**src/rtl/regfile_mp.sv**
```systemverilog
// Two-read, one-write register file with a built-in clear sequencer for distributed RAM.
// Define REGFILE_MP_BYPASS_EN to forward same-cycle write data to matching read ports.
module regfile_mp #(
  parameter int DATA_WIDTH = 32,
  parameter int ADDR_WIDTH = 5,
  parameter int DATA_DEPTH = 32,
  parameter int ZERO_REG   = 1
) (
  input  logic                  wclk,
  input  logic                  rst,
  input  logic                  clr,
  input  logic                  we,
  input  logic [ADDR_WIDTH-1:0] waddr,
  input  logic [DATA_WIDTH-1:0] di,
  input  logic [ADDR_WIDTH-1:0] raddr_a,
  input  logic [ADDR_WIDTH-1:0] raddr_b,
  output logic [DATA_WIDTH-1:0] do_a,
  output logic [DATA_WIDTH-1:0] do_b,
  output logic                  busy,
  output logic                  wr_drop
);

  typedef enum logic {
    CLEAR,
    READY
  } state_e;

  localparam logic [ADDR_WIDTH-1:0] LastEntry = ADDR_WIDTH'(DATA_DEPTH - 1);

  state_e                  state_q, state_d;
  logic [ADDR_WIDTH-1:0]   clrCnt_q, clrCnt_d;
  logic                    wrDrop_q, wrDrop_d;
  logic [DATA_WIDTH-1:0]   mem_q [DATA_DEPTH];

  logic                    zeroDiscard;
  logic                    memWe;
  logic [ADDR_WIDTH-1:0]   memWaddr;
  logic [DATA_WIDTH-1:0]   memWdata;
  logic [ADDR_WIDTH-1:0]   rAddr [2];
  logic [DATA_WIDTH-1:0]   rData [2];

  assign zeroDiscard = (ZERO_REG != 0) && (waddr == '0);

  always_comb begin
    state_d  = state_q;
    clrCnt_d = clrCnt_q;
    wrDrop_d = 1'b0;
    if (rst) begin
      state_d  = CLEAR;
      clrCnt_d = '0;
    end else begin
      case (state_q)
        CLEAR: begin
          wrDrop_d = we;
          clrCnt_d = clrCnt_q + 1'b1;
          if (clrCnt_q == LastEntry) begin
            state_d  = READY;
            clrCnt_d = '0;
          end
        end
        READY: begin
          if (clr) begin
            state_d  = CLEAR;
            clrCnt_d = '0;
          end
        end
        default: state_d = CLEAR;
      endcase
    end
  end

  always_ff @(posedge wclk) begin
    if (rst) begin
      state_q  <= CLEAR;
      clrCnt_q <= '0;
      wrDrop_q <= 1'b0;
    end else begin
      state_q  <= state_d;
      clrCnt_q <= clrCnt_d;
      wrDrop_q <= wrDrop_d;
    end
  end

  // Single write port shared by reset, the clear sweep and user writes, in that priority.
  always_comb begin
    memWe    = 1'b0;
    memWaddr = waddr;
    memWdata = di;
    if (rst) begin
      memWe    = 1'b1;
      memWaddr = '0;
      memWdata = '0;
    end else if (state_q == CLEAR) begin
      memWe    = 1'b1;
      memWaddr = clrCnt_q;
      memWdata = '0;
    end else if (we && !zeroDiscard) begin
      memWe    = 1'b1;
    end
  end

  always_ff @(posedge wclk) begin
    if (memWe) begin
      mem_q[memWaddr] <= memWdata;
    end
  end

  assign rAddr[0] = raddr_a;
  assign rAddr[1] = raddr_b;

  // Later assignments win: busy forcing beats x0 forcing beats bypass beats stored data.
  always_comb begin
    for (int p = 0; p < 2; p++) begin
      rData[p] = mem_q[rAddr[p]];
`ifdef REGFILE_MP_BYPASS_EN
      if (state_q == READY && we && !zeroDiscard && waddr == rAddr[p]) begin
        rData[p] = di;
      end
`endif
      if (ZERO_REG != 0 && rAddr[p] == '0) begin
        rData[p] = '0;
      end
      if (state_q == CLEAR) begin
        rData[p] = '0;
      end
    end
  end

  assign do_a    = rData[0];
  assign do_b    = rData[1];
  assign busy    = (state_q == CLEAR);
  assign wr_drop = wrDrop_q;

endmodule

```
**config.mk**
```make
export PLATFORM = sky130hd
export DESIGN_NAME = regfile_mp
export DESIGN_NICKNAME = d
export VERILOG_FILES = /design/src/rtl/regfile_mp.sv
export SDC_FILE = /design/constraint.sdc
export NUM_CORES = 1
export LEC_CHECK = 0
export CELL_PAD_IN_SITES_DETAIL_PLACEMENT = 2
export CELL_PAD_IN_SITES_GLOBAL_PLACEMENT = 2
export CORE_ASPECT_RATIO = 0.8
export CORE_MARGIN = 3
export CORE_UTILIZATION = 49
export DETAILED_ROUTE_END_ITERATION = 7
export PLACE_DENSITY_LB_ADDON = 0.1
export SLEW_MARGIN = 20
export SYNTH_ARGS = -nofsm -noshare
export SYNTH_HDL_FRONTEND = slang
export SYNTH_SLANG_ARGS = --single-unit
export TNS_END_PERCENT = 100
```
**constraint.sdc**
```tcl
create_clock -name wclk -period 9.5 [get_ports wclk]
set_input_delay 0.95 -clock wclk [delete_from_list [all_inputs] [get_ports wclk]]
set_output_delay 0.95 -clock wclk [all_outputs]
set_load 0.005 [all_outputs]
```
==> metrics.csv <==
metric,value,unit
rsz0062_at_grt,false,
finalCritPeriodShare,60.6,%
layout_min_cycle_time,5760,ps
comb_power_share,5.7,%
status,"finished, final reports clean",
drt_wl_total,183,mm
synth_area_per_cell,16.4,um2
critPathMaxStageDelay,860,ps
p_int,7400,uW
drt_iter0_markers,4252,
rows,100,
cp-startpoint,raddr_b[0],
end_kind,primary output,
fin_worst_skew,20.2,ps
wire_per_inst,42.5,um
hpwl,98.0,mm
hold_violations,0,
yosysSeqAreaShare,63.7,%
initial_core_util,50.0,%
cp-endpoint,do_b[0],
gr-total-overflow,0,
swShare,22.7,%
drv_cap,0,
cpMostUsedCell,buf_4,
clk_latency,700,ps
wl_met3,16.1,mm
core,94100,um2
clock_sinks,999,
drive_gt1_share,19.0,%
route.detailed.drc,0,
cpMaxStageDelayCell,buf_4,
peakVddDrop,0.197,mV
slew_headroom,18.3,%
ys_seq_elements,999,
track_usage,36.0,%
grt_antenna_before_repair,2,
leakagePower,0.0170,uW
fmax,174,MHz
yosysWarnings,0,
mostFrequentLayoutCell,edfxtp_1,
nets,2990,
grt_pass1_vias,33754,
switching_power,2180,uW
cts_made_buffers,104,
cts_tree,done,
die-width,352,um
grt_pass1_wl,257,mm
cellPowerDensity,181,nW/um2
area_growth,12.5,%
vias,31314,
synth_fp_nets,2925,
synth.distinct_cells,38,
hold_buffers,0,
maxUsedRoutingLayer,met5,
drt-vias-per-instance,7.28,
r2r_start,state_q$_SDFF_PP0_,
met2RoutedLength,88.3,mm
crit_chain,buf_8 -> buf_4 -> buf_4 -> mux4_2 -> a22oi_1 -> nand4_1 -> clkdlybuf4s50_1,
gp_congestion,0.804,
min_path_type,reg2reg,
rr_endpoint,mem_q[6][10]$_DFFE_PP_,
utilization,56.2,%
dieArea,99700,um2
dieHeight,283,um
seqPwrFrac,50.1,%
arrival,4810,ps
r2r_setup_slack,5480,ps
finalSetupViolCount,0,
report.final.slew_viol_count,0,
clockRootBuffer,clkbuf_16,
port_buffers,116,
syn_inst,2872,
firstDrtPassIters,5,
wl_met1,68.7,mm
path_class,in2out,
cts-htree-levels,3,
ant_nets,0,
cts-resized-gates,0,
worst-path-max-fanout,53,
r2r_cells,6,
fin_setup_tns,0,ps
clkPwrFrac,44.2,%
io_pins,117,
grt_max_degree,134,
clock_path_buffers,3,
syn_area,47000,um2
post-cts-setup-buffers,0,
cp_data_required_time,8550,ps
layout_common_cells,"edfxtp_1, mux2i_1, o22ai_1, mux4_2, a22oi_1",
clk_pin_slew,60,ps
cp-start-kind,input port,
tightest_slew,1230,ps
## power groups by stage
stage,sequential [uW],clock (uW),combinational [uW]
after floorplan,4890,0,353
after global placement,4890,0,510
after detailed placement,4900,0,528
after CTS,4800,4260,535
after global routing,4800,4420,559
final,4800,4230,546
## cell usage after synthesis (all sizes together)
library cell  instances  area (um2)
a211oi                2        15.0
a21oi                 9        45.0
a221oi               64         936
a22oi               192        1440
a311oi                1        8.76
and2                  2        12.5
and2b                 2        16.3
and3                 34         213
buf                 159        1010
clkbuf               76         285
dfxtp                 7         140
edfxtp              992       29800
ha                    2        25.0
inv                   4        15.0
mux2i               578        5790
mux4                192        4320
nand2               142         533
nand2b                4        25.0
nand3                 4        20.0
nand3b                9        67.6
nand4                65         407
nor2                 49         184
nor2b                 2        12.5
nor3                  8        45.0
nor4                  1        6.26
o21ai                66         330
o221ai                1        8.76
o22ai               192        1200
or2                   5        31.3
or3b                  8        70.1
## cell families (layout without fill, tap and decap cells)
family                   Yosys count  after routing  synth area share (%)
flip-flops                       999            999                  63.7
multiplexers                     770            770                  21.5
AO/OA/AOI/OAI                    527            527                  8.48
AND/OR/NAND/NOR                  335            335                  3.50
buffers and inverters            239            391                  2.79
adder cells (fa/ha/maj)            2              2                0.0532
other                              0              2                     0
## cell type report
| type | count | area, um2 |
|---|---|---|
| repair buffers | 194 | 1800 |
| well taps | 1275 | 1600 |
| diodes | 2 | 5.00 |
| multi-input cells | 1634 | 16100 |
| fillers | 8070 | 41200 |
| clock inverters | 63 | 647 |
| flip-flops and latches | 999 | 29900 |
| inverters | 4 | 15.0 |
| clock buffers | 130 | 2760 |
## critical path: cells and delay by family
kind,cells,cell delay (ps)
compound gates,1,320
mux,1,600
simple gates,1,260
buf+inv,4,2540
## layer usage
metal	vias up	track usage, %
li1	12097	-
met3	499	6.09
met2	1980	59.0
met1	16736	46.9
met4	2	17.8
met5	-	0
## state kept, by name, summed over array words and instances, names as in the netlist
name and cells:
state_q 1, mem_q 992, clrCnt_q 5, wr_drop 1
## worst min path at each step
stage | start | to | cells past startpoint
final | clrCnt_q[2]$_SDFFE_PP0P_ | clrCnt_q[3]$_SDFFE_PP0P_ | 2
after global routing | clrCnt_q[2]$_SDFFE_PP0P_ | clrCnt_q[3]$_SDFFE_PP0P_ | 2
after CTS | clrCnt_q[2]$_SDFFE_PP0P_ | clrCnt_q[3]$_SDFFE_PP0P_ | 2
after detailed placement | clrCnt_q[2]$_SDFFE_PP0P_ | clrCnt_q[3]$_SDFFE_PP0P_ | 2
after global placement | clrCnt_q[2]$_SDFFE_PP0P_ | clrCnt_q[2]$_SDFFE_PP0P_ | 2
after floorplan | clrCnt_q[2]$_SDFFE_PP0P_ | clrCnt_q[2]$_SDFFE_PP0P_ | 2
## per-stage QoR
step / instances / total power [uW] / setup WS, ps / cell area [um2] / hold WS (ps)
6_report: 4301 / 9580 / 3740 / 52900 / 575
5_1_grt: 4299 / 9780 / 3560 / 52900 / 600
4_1_cts: 4299 / 9600 / 3680 / 52900 / 578
3_5_place_dp: 4106 / 5430 / 3810 / 49400 / 562
3_3_place_gp: 4106 / 5400 / 3810 / 49400 / 516
2_1_floorplan: 2872 / 5250 / 6210 / 47000 / 491
No activity file was read; power rests on OpenSTA's default activity.
